[src/rtl/anc_tap_sequencer.sv]
// Per-sample control sequencer for the time-multiplexed ANC FIR/LMS datapath.
// Orders shift, serial MAC and coefficient-update phases; no arithmetic here.
module anc_tap_sequencer #(
  parameter int TAPS        = 4,
  parameter int AW          = 2,
  parameter int ERR_TIMEOUT = 16
) (
  input  logic          clk,
  input  logic          rst_n,
  input  logic          sample_valid,
  input  logic          adapt_en,
  input  logic          err_valid,
  input  logic          clr_flags,
  output logic          sample_ready,
  output logic          shift_en,
  output logic          mac_clr,
  output logic          mac_en,
  output logic [AW-1:0] tap_idx,
  output logic          coef_rd_en,
  output logic          coef_wr_en,
  output logic [AW-1:0] wr_idx,
  output logic          y_valid,
  output logic          busy,
  output logic          overrun,
  output logic          err_timeout
);

  localparam int CW = AW + 1;
  localparam int TW = (ERR_TIMEOUT > 1) ? $clog2(ERR_TIMEOUT) : 1;

  localparam logic [2:0] S_IDLE     = 3'd0;
  localparam logic [2:0] S_SHIFT    = 3'd1;
  localparam logic [2:0] S_FILT     = 3'd2;
  localparam logic [2:0] S_FDONE    = 3'd3;
  localparam logic [2:0] S_WAIT_ERR = 3'd4;
  localparam logic [2:0] S_UPD      = 3'd5;

  localparam logic [CW-1:0] CNT_LAST_TAP = CW'(TAPS - 1);
  localparam logic [CW-1:0] CNT_LAST_UPD = CW'(TAPS);
  localparam logic [TW-1:0] TMR_LAST     = TW'(ERR_TIMEOUT - 1);

  logic [2:0]    state, state_nx;
  logic [CW-1:0] cnt, cnt_nx;
  logic [TW-1:0] tmr, tmr_nx;
  logic          tmo_set;
  logic          ovr_set;

  always_comb begin
    state_nx = state;
    cnt_nx   = cnt;
    tmr_nx   = tmr;
    tmo_set  = 1'b0;
    case (state)
      S_IDLE: begin
        if (sample_valid) state_nx = S_SHIFT;
      end
      S_SHIFT: begin
        state_nx = S_FILT;
        cnt_nx   = '0;
      end
      S_FILT: begin
        if (cnt == CNT_LAST_TAP) begin
          state_nx = S_FDONE;
          cnt_nx   = '0;
        end else begin
          cnt_nx = cnt + 1'b1;
        end
      end
      S_FDONE: begin
        if (adapt_en) begin
          state_nx = S_WAIT_ERR;
          tmr_nx   = '0;
        end else begin
          state_nx = S_IDLE;
        end
      end
      S_WAIT_ERR: begin
        // err_valid on the final timer cycle still wins over the timeout
        if (err_valid) begin
          state_nx = S_UPD;
          cnt_nx   = '0;
        end else if (tmr == TMR_LAST) begin
          state_nx = S_IDLE;
          tmr_nx   = '0;
          tmo_set  = 1'b1;
        end else begin
          tmr_nx = tmr + 1'b1;
        end
      end
      S_UPD: begin
        if (cnt == CNT_LAST_UPD) begin
          state_nx = S_IDLE;
          cnt_nx   = '0;
        end else begin
          cnt_nx = cnt + 1'b1;
        end
      end
      default: begin
        state_nx = S_IDLE;
        cnt_nx   = '0;
        tmr_nx   = '0;
      end
    endcase
  end

  assign ovr_set = sample_valid && (state != S_IDLE);

  always_ff @(posedge clk or negedge rst_n) begin
    if (!rst_n) begin
      state       <= S_IDLE;
      cnt         <= '0;
      tmr         <= '0;
      overrun     <= 1'b0;
      err_timeout <= 1'b0;
    end else begin
      state <= state_nx;
      cnt   <= cnt_nx;
      tmr   <= tmr_nx;
      if (ovr_set)        overrun <= 1'b1;
      else if (clr_flags) overrun <= 1'b0;
      if (tmo_set)        err_timeout <= 1'b1;
      else if (clr_flags) err_timeout <= 1'b0;
    end
  end

  // UPD is a one-deep read-modify-write: reads lead writes by one cycle
  always_comb begin
    sample_ready = (state == S_IDLE);
    busy         = (state != S_IDLE);
    shift_en     = (state == S_SHIFT);
    mac_en       = (state == S_FILT);
    mac_clr      = (state == S_FILT) && (cnt == '0);
    y_valid      = (state == S_FDONE);
    coef_rd_en   = (state == S_UPD) && (cnt != CNT_LAST_UPD);
    coef_wr_en   = (state == S_UPD) && (cnt != '0);
    tap_idx      = '0;
    wr_idx       = '0;
    if ((state == S_FILT) || ((state == S_UPD) && (cnt != CNT_LAST_UPD)))
      tap_idx = cnt[AW-1:0];
    if ((state == S_UPD) && (cnt != '0))
      wr_idx = AW'(cnt - 1'b1);
  end

endmodule

[config.mk]
export PLATFORM = sky130hd
export DESIGN_NAME = anc_tap_sequencer
export DESIGN_NICKNAME = d
export VERILOG_FILES = /design/src/rtl/anc_tap_sequencer.sv
export SDC_FILE = /design/constraint.sdc
export NUM_CORES = 1
export LEC_CHECK = 0
export BUFFER_PORTS_ARGS = -buffer_cell sky130_fd_sc_hd__buf_2
export CAP_MARGIN = 10
export CORE_MARGIN = 2
export CORE_UTILIZATION = 46
export CTS_CLUSTER_DIAMETER = 120
export DETAILED_ROUTE_END_ITERATION = 10
export PLACE_DENSITY = 0.72
export SLEW_MARGIN = 10
export SYNTH_ARGS = -nofsm -noshare
export SYNTH_HDL_FRONTEND = slang
export SYNTH_SLANG_ARGS = --single-unit
export TNS_END_PERCENT = 100
[constraint.sdc]
create_clock -name clk -period 1.5 [get_ports clk]
set_clock_uncertainty 0.15 [all_clocks]
set_input_delay 0.3 -clock clk [delete_from_list [all_inputs] [get_ports clk]]
set_output_delay 0.3 -clock clk [all_outputs]
set_load 0.02 [all_outputs]
==> metrics.md <==
| Metric | Value |
|---|---|
| Mapped Cells | 87 |
| Worst Path Arrival | 1.55 ns |
| Drt pass-1 iters | 4 |
| Antenna viol nets, final | 0 |
| Number of ports placed on the die boundary | 20 |
| Final Max Slew Viols | 0 |
| Leakage component of the power | 0.751 nW |
| Worst-path clk slew | 0.09 ns |
| Pin count of the biggest net entering global routing | 13 |
| Worst Hold Endpoint | err_timeout$_DFFE_PN0P_ |
| Cell at the root of the clock tree | clkbuf_4 |
| Starting DRT DRC Count | 68 |
| Worst hold margin | 0.0705 ns |
| Timing-limited maximum frequency | 499 MHz |
| Cell Area, Placed | 0.00114 sq mm |
| Cell depth of the worst min-delay path | 2 |
| Clk buf depth | 2 |
| Unrepaired setup endpoints after global routing | yes |
| Post-route standard cell area excluding fillers | 0.00153 sq mm |
| Reg2reg end | tmr[1]$_DFFE_PN0P_ |
| Skew-Pair Late Insertion Delay | 0.28 ns |
| Placed Instances | 140 |
| Number of antenna violations at the first check in global routing | 0 |
| Ys async rst share | 100% |
| Final standard cell utilization of the core | 90.6% |
| Die outline width | 45.9 um |
| Predominant post-synthesis flop cell | dfrtp_1 |
| Endpoint class of the critical path | output pin |
| Number of nets in the final layout | 155 |
| Final worst-path cycle share | 134% |
| TritonCTS clock tree | done |
| Total DRC errors in the routed layout | 0 |
| Number of warning messages in the yosys log | 0 |
| Standard-cell rows | 15 |
| Syn nets | 98 |
| Total of buffers placed on input and output ports | 19 |
| Maximum resistive drop on vdd | 1.33 mV |
| Final estimated routing congestion in global placement | 0.794 |
| Post-synthesis instance area | 806 sq um |
| Core Box Area | 0.00169 sq mm |
| Remaining max-slew budget at the tightest pin | 80.1% |
| Total CTS buffers | 3 |
| Antenna fix cells | 0 |
| Required time of the critical path | 1.05 ns |
| Failing checks | setup timing |
| Distinct cell type count after synthesis | 39 |
| Slew @ Worst Pin | 0.299 ns |
| DIE AREA | 0.00210 sq mm |
| Critical path class | reg2out |
| Worst Path Max Fanout | 4 |
| Vias | 943 |
| Share of post-route cells with drive strength above 1 | 68.5% |
| Pwr Density | 1720 mW/mm^2 |
| Global routing usage summed across all routing layers | 28.7% |
| Area share of the largest cell type after synthesis | 37.3% |
| Final Non-Filler Cells | 160 |
| Vias in the first global route | 887 |
| Number of flops mapped to enable cells by yosys | 0 |
| Wire length of the first global-routing pass | 4240 um |
| DPL Wire Length | 1600 um |
| Area delta synth->final | 89.9% |
| Final-report hold violation count | 0 |
| Average via count per standard cell | 5.89 |
| Final routed wire length divided by cell count | 22.1 um |
| Type of the tightest min-delay check | in2reg |
| Largest area contributor in the netlist | dfrtp_1 |
| Tmin final | 2.00 ns |
| Overall power of the completed layout | 2.63 mW |
| Sort of element at the start of the critical path | flop |
| Final Worst Setup Slack | -0.503 ns |
| Post-Route WL | 3530 um |
| Clock sink count | 12 |
| Sequential-to-total area share from yosys stat | 37.3% |
| Synth area leaders | dfrtp_1, ha_1, inv_1 |
| Worst R2R Setup Slack | -0.27 ns |
| Final-report setup violation count | 22 |
| Starting utilization of the core area | 47.7% |
| Yosys reg bits | 12 |
| GRT Residual Overflow | 0 |
| H-tree Lvls | 1 |
| Overall die height | 45.9 um |
| Max Cap Viol | 0 |
| Syn avg cell area | 9.26 sq um |
| HP Start | clr_flags |
| Worst reg2reg startpoint | state[0]$_DFFE_PN0P_ |
| Worst reg-to-reg path cell count | 5 |
| Outcome | finished, violations left |
-- sequential cells by signal (all words and copies together) (netlist names) --
register / flops
err_timeout: 1
tmr: 4
overrun: 1
cnt: 3
state: 3
-- worst max-delay path, cell delays in order (launching register included) --
cell      delay, ns
dfrtp_1        0.45
buf_6          0.13
nand3b_1       0.17
nor2_4         0.24
o21a_4         0.17
buf_6          0.11
-- cell type report --
class	instances	area [sq um]
well taps	17	21.3
multi-input cells	61	647
fillers	59	159
inverters	11	48.8
repair buffers	55	474
clock buffers	4	36.3
flip-flops and latches	12	303
-- worst max-delay path by stage --
stage	start	end	slack (ns)
final	state[0]$_DFFE_PN0P_	tap_idx[1]	-0.50
after global routing	state[0]$_DFFE_PN0P_	tap_idx[1]	-0.51
after CTS	state[2]$_DFFE_PN0P_	tap_idx[1]	-0.45
after detailed placement	state[0]$_DFFE_PN0P_	tmr[3]$_DFFE_PN0P_	-0.17
after global placement	state[0]$_DFFE_PN0P_	tmr[1]$_DFFE_PN0P_	-0.15
after floorplan	cnt[0]$_DFFE_PN0P_	tap_idx[0]	-0.13
-- through the flow --
step | setup TNS (ns) | setup slack, ns
after CTS | -5.09 | -0.450
after detailed placement | -1.46 | -0.168
after global placement | -1.10 | -0.147
after floorplan | -0.403 | -0.128
after global routing | -6.97 | -0.513
final | -6.49 | -0.503
-- cells in the mapped netlist, drive strengths merged (2+ instances only) --
| library cell | number |
|---|---|
| nand2 | 4 |
| buf | 3 |
| or3b | 3 |
| a21oi | 2 |
| nand2b | 3 |
| nand3 | 5 |
| o21a | 3 |
| nor3b | 2 |
| mux2 | 3 |
| o21ai | 4 |
| ha | 5 |
| o22ai | 2 |
| inv | 11 |
| dfrtp | 12 |
| and2 | 2 |
| nor2 | 5 |
-- cells in the final DEF, fill, tap and decap left out, drive strengths merged --
master,netlist,final
a211o,1,1
a21oi,2,2
a221o,1,1
a22o,1,1
a22oi,1,1
a2bb2oi,1,1
a32o,1,1
a32oi,1,1
and2,2,2
and3,1,1
buf,3,54
clkbuf,0,4
dfrtp,12,12
dlygate4sd3,0,1
ha,5,5
inv,11,11
mux2,3,3
mux2i,1,1
nand2,4,4
nand2b,3,3
nand3,5,5
nand3b,1,1
nor2,5,5
nor2b,1,1
nor3,1,1
nor3b,2,2
nor4b,1,1
o2111ai,1,1
o211a,1,1
o211ai,1,1
o21a,3,3
o21ai,4,4
o22ai,2,2
or2,1,1
or3,1,1
or3b,3,3
-- kinds of logic after synthesis --
| kind of cell | synth area share (%) |
|---|---|
| muxes | 5.90 |
| AOI/OAI and AO/OA | 19.3 |
| and+or+nand+nor | 22.8 |
| DFF | 37.3 |
| buffers and inverters | 6.99 |
| adders and majority gates | 7.76 |
-- timing repair --
action	4_1_cts	5_1_grt
setup buffers	10	6
pin swaps	9	10
gates resized for setup	41	18
endpoints found under the setup margin	18	23
endpoints found under the hold margin	12	0
hold buffers	1	0
-- per-layer routing --
metal	up-vias	track usage, %	routed length (um)
li1	426	-	-
met1	451	37.9	1390
met2	54	47.8	1850
met3	12	3.57	193
met4	0	9.71	87
met5	-	0	0
-- report_power, final --
group / internal (mW) / switching, mW
combinational: 0.968 / 0.889
clock: 0.148 / 0.128
sequential: 0.406 / 0.0899
(Power assumes the default switching activity.)
